## src/rtl/door_load_controller_if.sv

```systemverilog
// Car-level door handshake bundle: event inputs from floor/button logic
// and door/load status back to the motion controller.
interface door_load_controller_if #(
   parameter int CNT_W = 3
);
   logic             arrive;
   logic             board;
   logic             leave;
   logic             open_req;
   logic             close_req;
   logic             door;
   logic             closing;
   logic             overweight;
   logic             depart_ok;
   logic [CNT_W-1:0] load;

   modport master (
      output arrive, board, leave, open_req, close_req,
      input  door, closing, overweight, depart_ok, load
   );

   modport slave (
      input  arrive, board, leave, open_req, close_req,
      output door, closing, overweight, depart_ok, load
   );
endinterface

```

## src/rtl/door_load_controller.sv

```systemverilog
// Door sequencer with saturating passenger load counter; holds the door
// open while overweight and pulses depart_ok when fully closed.
module door_load_controller #(
   parameter int LIMIT        = 5,
   parameter int CNT_W        = 3,
   parameter int OPEN_CYCLES  = 8,
   parameter int CLOSE_CYCLES = 4,
   parameter int TMR_W        = 4
) (
   input logic             clk,
   input logic             weight_flip_reset,
   door_load_controller_if.slave bus
);

   typedef enum logic [1:0] {
      CLOSED  = 2'd0,
      OPEN    = 2'd1,
      CLOSING = 2'd2
   } state_t;

   localparam logic [TMR_W-1:0] OPEN_LD  = TMR_W'(OPEN_CYCLES - 1);
   localparam logic [TMR_W-1:0] CLOSE_LD = TMR_W'(CLOSE_CYCLES - 1);
   localparam logic [CNT_W-1:0] LOAD_MAX = '1;
   localparam logic [CNT_W-1:0] LIMIT_V  = CNT_W'(LIMIT);

   state_t           state;
   logic [TMR_W-1:0] timer;
   logic [CNT_W-1:0] load_q;
   logic [CNT_W-1:0] load_nxt;
   logic             door_q;
   logic             closing_q;
   logic             depart_q;
   logic             heavy;
   logic             reopen;

   // Decoded from the registered count, so a board on this edge
   // only affects overweight from the next cycle on.
   assign heavy  = load_q > LIMIT_V;
   assign reopen = bus.open_req | bus.arrive | bus.board | heavy;

   always_comb begin
      load_nxt = load_q;
      if (bus.board && !bus.leave && load_q != LOAD_MAX)
         load_nxt = load_q + 1'b1;
      else if (bus.leave && !bus.board && load_q != '0)
         load_nxt = load_q - 1'b1;
   end

   always_ff @(posedge clk or posedge weight_flip_reset) begin
      if (weight_flip_reset) begin
         state     <= CLOSED;
         timer     <= '0;
         load_q    <= '0;
         door_q    <= 1'b0;
         closing_q <= 1'b0;
         depart_q  <= 1'b0;
      end else begin
         depart_q <= 1'b0;
         if (door_q)
            load_q <= load_nxt;
         case (state)
            CLOSED: begin
               if (bus.arrive || bus.open_req) begin
                  state  <= OPEN;
                  timer  <= OPEN_LD;
                  door_q <= 1'b1;
               end
            end
            OPEN: begin
               if (reopen) begin
                  timer <= OPEN_LD;
               end else if (bus.close_req || timer == '0) begin
                  state     <= CLOSING;
                  timer     <= CLOSE_LD;
                  closing_q <= 1'b1;
               end else begin
                  timer <= timer - 1'b1;
               end
            end
            CLOSING: begin
               if (reopen) begin
                  state     <= OPEN;
                  timer     <= OPEN_LD;
                  closing_q <= 1'b0;
               end else if (timer == '0) begin
                  state     <= CLOSED;
                  door_q    <= 1'b0;
                  closing_q <= 1'b0;
                  depart_q  <= 1'b1;
               end else begin
                  timer <= timer - 1'b1;
               end
            end
            default: begin
               state     <= CLOSED;
               timer     <= '0;
               door_q    <= 1'b0;
               closing_q <= 1'b0;
            end
         endcase
      end
   end

   assign bus.door       = door_q;
   assign bus.closing    = closing_q;
   assign bus.depart_ok  = depart_q;
   assign bus.overweight = heavy;
   assign bus.load       = load_q;

endmodule

```

## src/flat_wrapper.sv

```systemverilog
// flat-port wrapper written by rule: the top's interface ports become plain ports
module door_load_controller_flat 
#(
   parameter int LIMIT        = 5,
   parameter int CNT_W        = 3,
   parameter int OPEN_CYCLES  = 8,
   parameter int CLOSE_CYCLES = 4,
   parameter int TMR_W        = 4
)
  (clk, weight_flip_reset, bus_arrive, bus_board, bus_leave, bus_open_req, bus_close_req, bus_door, bus_closing, bus_overweight, bus_depart_ok, bus_load);
  door_load_controller_if #(.CNT_W(CNT_W)) bus_i ();
  input logic clk;
  input logic weight_flip_reset;
  input wire logic [$bits(bus_i.arrive)-1:0] bus_arrive;
  input wire logic [$bits(bus_i.board)-1:0] bus_board;
  input wire logic [$bits(bus_i.leave)-1:0] bus_leave;
  input wire logic [$bits(bus_i.open_req)-1:0] bus_open_req;
  input wire logic [$bits(bus_i.close_req)-1:0] bus_close_req;
  output wire logic [$bits(bus_i.door)-1:0] bus_door;
  output wire logic [$bits(bus_i.closing)-1:0] bus_closing;
  output wire logic [$bits(bus_i.overweight)-1:0] bus_overweight;
  output wire logic [$bits(bus_i.depart_ok)-1:0] bus_depart_ok;
  output wire logic [$bits(bus_i.load)-1:0] bus_load;
  assign bus_i.arrive = bus_arrive;
  assign bus_i.board = bus_board;
  assign bus_i.leave = bus_leave;
  assign bus_i.open_req = bus_open_req;
  assign bus_i.close_req = bus_close_req;
  assign bus_door = bus_i.door;
  assign bus_closing = bus_i.closing;
  assign bus_overweight = bus_i.overweight;
  assign bus_depart_ok = bus_i.depart_ok;
  assign bus_load = bus_i.load;
  door_load_controller #(.LIMIT(LIMIT), .CNT_W(CNT_W), .OPEN_CYCLES(OPEN_CYCLES), .CLOSE_CYCLES(CLOSE_CYCLES), .TMR_W(TMR_W)) u_core (.clk(clk), .weight_flip_reset(weight_flip_reset), .bus(bus_i));
endmodule
```

## config.mk

```make
export PLATFORM = sky130hd
export DESIGN_NAME = door_load_controller_flat
export DESIGN_NICKNAME = d
export VERILOG_FILES = /design/src/rtl/door_load_controller_if.sv /design/src/rtl/door_load_controller.sv /design/src/flat_wrapper.sv
export SDC_FILE = /design/constraint.sdc
export NUM_CORES = 1
export LEC_CHECK = 0
export CAP_MARGIN = 5
export CELL_PAD_IN_SITES_DETAIL_PLACEMENT = 0
export CELL_PAD_IN_SITES_GLOBAL_PLACEMENT = 1
export CORE_UTILIZATION = 45
export CTS_CLUSTER_DIAMETER = 30
export DETAILED_ROUTE_END_ITERATION = 16
export DONT_BUFFER_PORTS = 1
export HOLD_SLACK_MARGIN = 0.1
export PLACE_DENSITY = 0.72
export SETUP_SLACK_MARGIN = 0.02
export SLEW_MARGIN = 20
export SYNTH_ARGS = -nofsm -noshare
export SYNTH_HDL_FRONTEND = slang
export SYNTH_SLANG_ARGS = --single-unit
```

## constraint.sdc

```tcl
create_clock -name clk -period 2.6 [get_ports clk]
set_clock_uncertainty 0.15 [all_clocks]
set_input_delay 0.39 -clock clk [delete_from_list [all_inputs] [get_ports clk]]
set_output_delay 0.39 -clock clk [all_outputs]
set_load 0.01 [all_outputs]
```

==> results.md, run 1 <==
- Status: finished, violations left
- Failing checks: DRC
- Critical Path End Type: flop
- Final Max Tran Viols: 0
- Hold WC Path Type: input port to flop
- Post-CTS setup buffers: 0
- Worst skew pair latency: 0.28 ns
- Yosys cell types: 36
- WS Path Type: flop to flop
- Die Y: 43.4 µm
- First-pass DRT Iterations: 10
- FILL cells: 152
- Grt ovf: 0
- Req. time, crit path: 2.61 ns
- FF+latch count, synth: 12
- Worst-path clk slew: 0.08 ns
- Pin count of the biggest net entering global routing: 14
- Pwr dens: 777 mW/mm²
- Die span in x: 43.4 µm
- Sink Count: 12
- Layout cells sized above 1: 12.3%
- CTS tree: built
- Ranking of synthesized cells by area: dfrtp_1, o21ai_0, a2111oi_4
- Critical path launch point type: flop
- Max cap viols: 0
- Dpl ws: 0.477 ns
- CP top delay family: simple AND/OR/NAND/NOR gates
- Sequential area share after synthesis: 39.0%
- TNS Setup: 0 ns
- Total Routing Usage GR: 19.0%
- Ys Warns: 0
- Setup WS post-layout: 0.493 ns
- WP buf/inv: 1
- Fin crit share: 81.0%
- Post-CTS Hold Fix Bufs: 1
- Drt drc: 5
- Fmax: 475 MHz
- Port-buffer cells: 0
- DR WL/cell: 15.5 µm
- Post-Syn Instances: 79
- FF-to-FF End: u_core.bus.load[2]
- Antenna diodes: 0
- Nets: 92
- RSZ-0062 raised after global routing: false
- Initial Utilization: 49.4%
- Leak pwr: 0.331 nW
- PostCTS Resize Cnt: 0
- Core ar.: 0.00156 mm²
- Slowest stage delay, CP: 0.52 ns
- First-pass GRT wire length: 2550 µm
- Drt initial violations: 13
- Antenna Nets Post-Route: 0
- Via-to-Cell Ratio: 6.16
- Clock root cell: clkbuf_4
- Fin crit period: 2.11 ns
- Hold endpoint: u_core.bus.door
- Via Count: 598
- # rows: 14
- HP Start: bus_open_req
- TritonCTS buffer count: 3
- H-tree depth: 1
- Vias in the first global route: 609
- Cell taking the most area after synthesis: dfrtp_1
- Hold path depth: 2
- Avg Cell Area, Syn: 9.76 µm²
- Post-Route WL: 1510 µm
- Worst-margin pin slew: 0.481 ns
- CP max stage cell: dfrtp_1
- Initial antenna violation count: 0
- I/O pins: 14
- Crit path max fanout: 8
- Final setup fails: 0
- DP HPWL: 1100 µm
- Worst path cell trace: nand3_1, and3b_1, inv_1, fa_1, nor4b_1, o21ai_0, xnor2_1
- Top cell type's share of synthesized area: 39.0%
- Syn nets: 88
- Rel. slew slack: 67.9%
- Die ar.: 0.00188 mm²
- Reg2reg start: u_core.bus.load[1]
- RePlAce Congestion: 0.734
- Critical path arrival: 2.12 ns
- Final Hold Viols: 0
- Reg-to-reg setup timing slack: 0.49 ns
- Worst-case vdd ir drop: 0.000318 V
- Layout Area Growth over Synthesis: 5.19%
- Post-Syn Area: 771 µm²
- Longest Clk Path Bufs: 2
- Worst r2r path cells: 7
-- per-stage QoR --
step	cells	cell area, µm²	total power [mW]	util, %	hold slack (ns)
6_report	97	811	0.630	52.0	0.149
5_1_grt	97	811	0.674	52.0	0.167
4_1_cts	97	811	0.641	52.0	0.138
3_5_place_dp	93	778	0.522	49.9	0.176
3_3_place_gp	93	778	0.515	49.9	0.170
2_1_floorplan	79	771	0.477	-	0.105
-- worst register-to-register path, stage by stage, from the launching register on --
cell and delay (ns):
dfrtp_1 0.52, nand3_1 0.16, and3b_1 0.20, inv_1 0.06
fa_1 0.37, nor4b_1 0.27, o21ai_0 0.13, xnor2_1 0.14
-- cells in the mapped netlist --
master     instances
o21ai_0            6
xnor2_1            2
and2_1             1
a22o_1             2
nor2_1             6
nor4b_1            1
o22a_1             1
o31ai_1            2
nor3b_4            1
nor3_1             2
or3_1              1
nand3_1            4
o21a_1             1
o311a_1            1
and4b_1            1
o21ai_2            1
and3b_1            1
nand2_1            2
mux2_2             1
inv_1              5
fa_1               1
nor3b_1            2
a2111oi_4          1
buf_2              1
o21ba_1            1
nor3b_2            1
and2_2             1
nand2b_1           3
dfrtp_1           12
buf_4              2
ha_1               1
o21ai_1            3
a221oi_1           1
o211ai_1           1
nor4_1             1
a21oi_1            5
-- registers in the layout, summed over array words and instances (netlist names) --
signal	count
u_core.bus.closing	1
u_core.bus.load	3
u_core.bus.depart_ok	1
u_core.state	2
u_core.timer	4
u_core.bus.door	1
-- cells by family after synthesis --
family	after synthesis	synth area share (%)
buffers and inverters	8	5.03
multiplexers	1	1.46
XOR/XNOR	2	2.27
AND/OR/NAND/NOR	28	23.2
flip-flops	12	39.0
adder cells (fa/ha/maj)	2	4.22
AO/OA/AOI/OAI	26	24.8
-- where the power goes --
part	switching (mW)	internal, mW	total [mW]
Clock	0.0608	0.0537	0.115
Sequential	0.113	0.236	0.348
Combinational	0.0749	0.0919	0.167
-- layer usage --
layer	track usage [%]	up-vias	wire (µm)
li1	-	294	-
met1	24.3	281	743
met2	29.1	19	651
met3	3.33	4	78
met4	13.1	0	33
met5	0	-	0
-- how the worst max path moves through the flow --
stage	startpoint	end	cells past startpoint
2_1_floorplan	u_core.bus.load[1]	u_core.bus.load[2]	7
3_3_place_gp	u_core.bus.load[1]	u_core.bus.load[2]	7
3_5_place_dp	u_core.bus.load[1]	u_core.bus.load[2]	7
4_1_cts	u_core.bus.load[1]	u_core.bus.load[2]	7
5_1_grt	u_core.bus.load[1]	u_core.bus.load[2]	7
6_report	u_core.bus.load[1]	u_core.bus.load[2]	7
-- cell usage in the layout (no fill, tap or decap), types with 2 or more instances in the layout --
master    instances
dfrtp_1          12
nor2_1            6
o21ai_0           6
inv_1             5
a21oi_1           5
nand3_1           4
o21ai_1           3
nand2b_1          3
clkbuf_4          3
o31ai_1           2
nor3_1            2
nor3b_1           2
xnor2_1           2
nand2_1           2
a22o_1            2
-- final cells by class --
cell class,instances,area [µm²],area share (%)
clock buffer,3,22.5,2.78
inverter,5,18.8,2.31
multi-input combinational,59,432,53.2
sequential,12,300,37.0
timing repair buffer,2,17.5,2.16
tap,16,20.0,2.47
(Power assumes the default switching activity.)
==> inputs of run 2 (changes only) <==
Settings changed: ABC_AREA set to 1, CORE_UTILIZATION 45 to 42.
Clock period 2.6 ns to 2 ns, I/O delays scaled along.
==> run 2 against run 1 <==
  * The flow now finishes without violations
  * Critical endpoint unchanged
  * Register-to-register slack lost 0.24 ns
  * Global-route usage shrank 0.35 points
  * Fmax rose by 21%
  * Via count grew 12%
  * Clock power increased by 29%
  * Setup slack worse by 0.24 ns
  * Sequential power up 11%
  * Clock-buffer cell count did not move
==> results.md, run 2 <==
- Status: completed
- FF-to-FF End: u_core.bus.load[2]
- Req. time, crit path: 2.00 ns (-0.61 ns)
- Fmax: 573 MHz (+21%)
- Via Count: 667 (+12%)
- Total Routing Usage GR: 18.6% (-0.35 points)
- Pin count of the biggest net entering global routing: 13 (-1)
- Via-to-Cell Ratio: 4.70 (-24%)
- Drt drc: 0 (-5)
- CTS tree: built
- FILL cells: 191 (+26%)
- FF/Latch Area: 300 µm² (unchanged)
- Top cell type's share of synthesized area: 38.0% (-0.99 points)
- Predominant post-synthesis flop cell: dfrtp_1
- Die ar.: 0.00206 mm² (+9.5%)
- TritonCTS buffer count: 3 (unchanged)
- WP buf/inv: 1 (unchanged)
- Layout cells sized above 1: 12.0% (-0.38 points)
- Antenna diodes: 0 (unchanged)
- Yosys cell types: 21 (-42%)
- Max cap viols: 0 (unchanged)
- Post-Syn Instances: 111 (+41%)
- Core ar.: 0.00175 mm² (+12%)
- Synthesized-area fraction occupied by xor and xnor cells: 3.32% (+1.1 points)
- Post-Route WL: 1480 µm (-1.7%)
- First-pass GRT wire length: 2700 µm (+5.6%)
- Nets: 128 (+39%)
- DP HPWL: 1170 µm (+6.4%)
- Port-buffer cells: 0 (unchanged)
- RSZ-0062 raised after global routing: false
- Longest Clk Path Bufs: 2 (unchanged)
- Adder-cell area share of the yosys netlist: 4.11% (-0.11 points)
- Critical path arrival: 1.75 ns (-0.37 ns)
- Worst r2r path cells: 9 (+2)
- Initial Utilization: 45.3% (-4.1 points)
- Commonest cells post-synth: nand2_1, inv_1, dfrtp_1, nor2_1, nand3_1
- Initial antenna violation count: 0 (unchanged)
- Critical path launch point type: flop
- Final Max Tran Viols: 0 (unchanged)
- Fin crit share: 87.3% (+6.3 points)
- Cell taking the most area after synthesis: dfrtp_1
- RePlAce Congestion: 0.800 (+9.0%)
- Most common cell after layout, fill and taps aside: nand2_1
- FF+latch count, synth: 12 (unchanged)
- Most common cell in the netlist: nand2_1
- Area of the multi-input gates: 422 µm² (-2.3%)
- Critical Path End Type: flop
- Sequential area share after synthesis: 38.0% (-0.99 points)
- Rel. slew slack: 66.8% (-1.1 points)
- Syn nets: 120 (+36%)
- WS Path Type: flop to flop
- Reg-to-reg setup timing slack: 0.25 ns (-0.24 ns)
- Post-synth ARST share: 100% (unchanged)
- Drt initial violations: 10 (-3)
- Crit path max fanout: 5 (-3)
- Die Y: 45.4 µm (+4.6%)
- Post-synthesis mux area share: 0% (-1.5 points)
- Final Hold Viols: 0 (unchanged)
- Simple-gate portion of the synthesized area: 40.5% (+17 points)
- DR WL/cell: 10.4 µm (-33%)
- Most used cell, CP: nand2_1
- Dpl ws: 0.256 ns (-0.220 ns)
- Most flop-heavy register: u_core.timer
- Compound-Gate Fraction of Synth Area: 5.38% (-19 points)
- Pwr dens: 1030 mW/mm² (+33%)
- Worst hold-check slack: 0.115 ns (-0.0342 ns)
- Antenna Nets Post-Route: 0 (unchanged)
- Largest family of logic cells by synthesized area: simple AND/OR/NAND/NOR gates
- CP top delay family: simple AND/OR/NAND/NOR gates
- Die span in x: 45.4 µm (+4.6%)
- Clock root cell: clkbuf_4
- # rows: 15 (+1)
- Layout Area Growth over Synthesis: 9.97%
- Vias in the first global route: 628 (+3.1%)
- H-tree depth: 1 (unchanged)
- Pwr Total: 896 µW (+42%)
- Leak pwr: 0.500 nW (+51%)
- Post-synth EDFFs: 0 (unchanged)
- Post-Syn Area: 791 µm² (+2.6%)
- Worst skew pair latency: 0.26 ns (-0.02 ns)
- I/O pins: 14 (unchanged)
- Sink Count: 12 (unchanged)
- Fin crit period: 1.75 ns (-0.361 ns)
- Grt ovf: 0 (unchanged)
- Reg2reg start: u_core.bus.load[2]
- Slowest stage delay, CP: 0.45 ns (-0.07 ns)
- Setup WS post-layout: 0.254 ns (-0.239 ns)
- Post-CTS setup buffers: 0 (unchanged)
- Worst path cell trace: nand3_1, nand3_1, fa_1, inv_1, nand4_1, nand2_1, nor2_1, nand2_1, nand2_1
- Avg Cell Area, Syn: 7.12 µm² (-27%)
- Ys Warns: 0 (unchanged)
- Worst-path clk slew: 0.08 ns (about the same)
- TNS Setup: 0 ns (unchanged)
- First-pass DRT Iterations: 4 (-6)
- Hold path depth: 3 (+1)
- Most frequent cells in the layout: nand2_1, inv_1, nor2_1, dfrtp_1, nand3_1
- Worst-margin pin slew: 0.498 ns (+0.0165 ns)
- Hold endpoint: u_core.bus.depart_ok
- Hold WC Path Type: input port to flop
- HP Start: bus_open_req
- Ranking of synthesized cells by area: dfrtp_1, nand2_1, inv_1
- Final setup fails: 0 (unchanged)
- Max reg flops: 4 (unchanged)
- CP max stage cell: dfrtp_1
- Worst-case vdd ir drop: 0.000563 V (+77%)
[run 2: changes by cell type after synthesis, moves of 3 or more]
cell and change:
nor2_1 +6, nand2_1 +36, nand3_1 +5, nand2b_1 -3
a21oi_1 -4, inv_1 +11
[run 2: how the worst max path moves through the flow]
stage | startpoint | to | slack [ns] | depth (start not counted)
detailed placement | u_core.bus.load[2] | u_core.bus.load[2] | 0.26 | 9
global route | u_core.bus.load[2] | u_core.bus.load[2] | 0.02 | 7
floorplan | u_core.bus.load[1] | u_core.bus.load[2] | 0.31 | 9
global placement | u_core.bus.load[2] | u_core.bus.load[2] | 0.29 | 9
CTS | u_core.bus.load[2] | u_core.bus.load[2] | 0.25 | 9
finish | u_core.bus.load[2] | u_core.bus.load[2] | 0.25 | 9
[run 2: tightest hold or removal path, delay by kind of cell]
kind,cells,cell delay (ns)
and+or+nand+nor,3,0.19
[run 2: cells by family after synthesis]
group | Yosys count
AND/OR/NAND/NOR | 68
buffers and inverters | 18
flip-flops | 12
AO/OA/AOI/OAI | 8
XOR/XNOR | 3
adder cells (fa/ha/maj) | 2
[run 2: cell type report]
class | instances | share of cell area [%]
Clock buffer | 3 | 2.59
Inverter | 18 | 7.91
Multi-Input combinational cell | 81 | 48.5
Sequential cell | 12 | 34.5
Tap cell | 25 | 3.60
Timing Repair Buffer | 3 | 2.88
[run 2: through the flow]
step / instances / util [%] / cell area, µm²
2_1_floorplan: 111 / - / 791
3_3_place_gp: 138 / 48.0 / 837
3_5_place_dp: 138 / 48.0 / 837
4_1_cts: 142 / 49.8 / 870
5_1_grt: 142 / 49.8 / 870
6_report: 142 / 49.8 / 870
[run 2: what timing repair did]
action / 4_1_cts / 5_1_grt
resized for setup: 0 / 0
setup endpoints to repair: 0 / 0
hold buffers: 1 / 0
hold endpoints to repair: 12 / 0
[run 2: routing by layer]
metal	global-route usage, %	vias up	routed length [µm]
li1	-	359	-
met1	26.5	296	750
met2	27.4	10	672
met3	3.97	2	44
met4	7.27	0	13
met5	0	-	0
[run 2: power by group]
group | switching [mW] | total, mW | internal (mW)
clock | 0.0781 | 0.148 | 0.0695
sequential | 0.0771 | 0.388 | 0.311
combinational | 0.221 | 0.360 | 0.139
total | 0.377 | 0.896 | 0.519
==> inputs of run 3 (changes only) <==
Settings changed: ABC_AREA 1 to not set, CORE_UTILIZATION 42 to 45.
==> run 3 against run 2 <==
  * The run now ends with DRC left
  * Clock-buffer cell count grew 1
  * Cell count shrank 25%
  * Total power increased by 5.4%
  * Global-route usage up 2.3 points
  * Wire length rose by 13%
==> results.md, run 3 (same netlist as run 1, synthesis figures left out) <==
- Antenna Nets Post-Route: 0 (unchanged)
- CTS tree: built
- Die span in x: 43.4 µm (-4.4%)
- RePlAce Congestion: 0.760 (-5.0%)
- Layout cells sized above 1: 23.3% (+11 points)
- RSZ-0062 raised after global routing: false
- Final setup fails: 0 (unchanged)
- TNS Setup: 0 ns (unchanged)
- Worst-case vdd ir drop: 0.000708 V (+26%)
- Status: finished, violations left
- I/O pins: 14 (unchanged)
- Critical path arrival: 1.89 ns (+0.14 ns)
- Pwr Total: 944 µW (+5.4%)
- CP max stage cell: dfrtp_2
- Worst path cell trace: nand3_1, and3b_2, inv_1, fa_2, nor4b_2, o21ai_1, xnor2_1
- Failing checks: DRC
- Leak pwr: 0.377 nW (-25%)
- Critical Path End Type: flop
- Initial antenna violation count: 0 (unchanged)
- Dpl ws: -0.00441 ns (-0.261 ns)
- Most common cell after layout, fill and taps aside: dfrtp_1
- First-pass GRT wire length: 2850 µm (+5.6%)
- Highest routed layer: met4
- Longest Clk Path Bufs: 2 (unchanged)
- Final Max Tran Viols: 0 (unchanged)
- First-pass DRT Iterations: 9 (+5)
- Nets: 100 (-22%)
- Via Count: 627 (-6.0%)
- Hold WC Path Type: input port to flop
- Hold path depth: 3 (unchanged)
- Worst skew pair latency: 0.28 ns (+0.02 ns)
- Critical path launch point type: flop
- DR WL/cell: 15.8 µm (+51%)
- Drt initial violations: 11 (+1)
- Via-to-Cell Ratio: 5.92 (+26%)
- Setup WS post-layout: 0.126 ns (-0.128 ns)
- Fin area: 901 µm² (+3.6%)
- WS Path Type: flop to flop
- Sink Count: 12 (unchanged)
- FILL cells: 146 (-24%)
- Vias in the first global route: 644 (+2.5%)
- Rel. slew slack: 68.6% (+1.8 points)
- Die ar.: 0.00188 mm² (-8.6%)
- Wire length on met1: 807 µm (+7.6%)
- Most flop-heavy register: u_core.timer
- Total Routing Usage GR: 20.9% (+2.3 points)
- Drt drc: 2 (+2)
- Fin crit period: 1.87 ns (+0.128 ns)
- Fin util: 57.8% (+8.0 points)
- Req. time, crit path: 2.02 ns (+0.02 ns)
- Final Hold Viols: 0 (unchanged)
- Fmax: 534 MHz (-6.8%)
- Most frequent cells in the layout: dfrtp_1, buf_4, nor2_1
- Max cap viols: 0 (unchanged)
- # rows: 14 (-1)
- Grt ovf: 0 (unchanged)
- Pwr dens: 1050 mW/mm² (+1.7%)
- Placed cell areas: 825 µm² (-1.5%)
- DP HPWL: 1200 µm (+2.0%)
- Routed wl met3: 75 µm (+70%)
- Worst-path clk slew: 0.08 ns (about the same)
- Final std cells w/o fill: 106 (-25%)
- Initial Utilization: 49.4% (+4.1 points)
- Pin count of the biggest net entering global routing: 13 (unchanged)
- Max reg flops: 4 (unchanged)
- Die Y: 43.4 µm (-4.4%)
- Crit path max fanout: 2 (-3)
- Fin crit share: 93.7% (+6.4 points)
- Port-buffer cells: 0 (unchanged)
- Worst-margin pin slew: 0.471 ns (-0.0269 ns)
- Worst r2r path cells: 7 (-2)
- Slowest stage delay, CP: 0.40 ns (-0.05 ns)
- Inst Count DP: 99 (-28%)
- Antenna diodes: 0 (unchanged)
- Worst hold-check slack: 0.122 ns (+0.00718 ns)
- TritonCTS buffer count: 3 (unchanged)
- Layout Area Growth over Synthesis: 16.9%
- WL met2: 778 µm (+16%)
- H-tree depth: 1 (unchanged)
- Post-CTS setup buffers: 0 (unchanged)
- Core ar.: 0.00156 mm² (-11%)
- Post-Route WL: 1670 µm (+13%)
- Clock root cell: clkbuf_4
[run 3: power breakdown]
part | internal, mW | total, mW | leakage (nW) | switching (mW)
Sequential | 0.309 | 0.370 | 0.136 | 0.0604
Clock | 0.111 | 0.202 | 0.0210 | 0.0912
Combinational | 0.170 | 0.372 | 0.220 | 0.202
[run 3: final cells by class]
class	instances	area, µm²	share of cell area (%)
repair buffers	10	82.6	9.17
well taps	16	20.0	2.22
multi-input cells	59	442	49.0
inverters	5	18.8	2.08
flip-flops and latches	12	302	33.5
clock buffers	4	36.3	4.03
[run 3: worst paths after layout]
path	to	start	slack (ns)
max in group asynchronous	u_core.bus.load[1]	weight_flip_reset	1.03
worst min-delay path	u_core.state[0]	bus_close_req	0.12
min in group asynchronous	u_core.timer[0]	weight_flip_reset	0.32
worst min register to register	u_core.timer[1]	u_core.timer[1]	0.43
worst max-delay path	u_core.bus.load[2]	u_core.bus.load[1]	0.13
worst max register to register	u_core.bus.load[2]	u_core.bus.load[1]	0.13
[run 3: what timing repair did]
item / in CTS / in global routing
hold buffers: 3 / 0
setup endpoints to repair: 1 / 1
resized for setup: 1 / 3
pin swaps: 0 / 1
hold endpoints to repair: 13 / 0
[run 3: per-layer routing]
layer | vias to the layer above | global-route usage, %
li1 | 313 | -
met1 | 300 | 26.6
met2 | 12 | 32.7
met3 | 2 | 5.00
met4 | 0 | 11.3
met5 | - | 0
[run 3: critical path, delay by kind of cell (launching register included)]
kind / cells / cell delay (ns)
and+or+nand+nor: 3 / 0.58
DFF: 1 / 0.40
adders and majority gates: 1 / 0.34
xor gates and xnor gates: 1 / 0.13
AOI/OAI and AO/OA: 1 / 0.10
buffers and inverters: 1 / 0.06
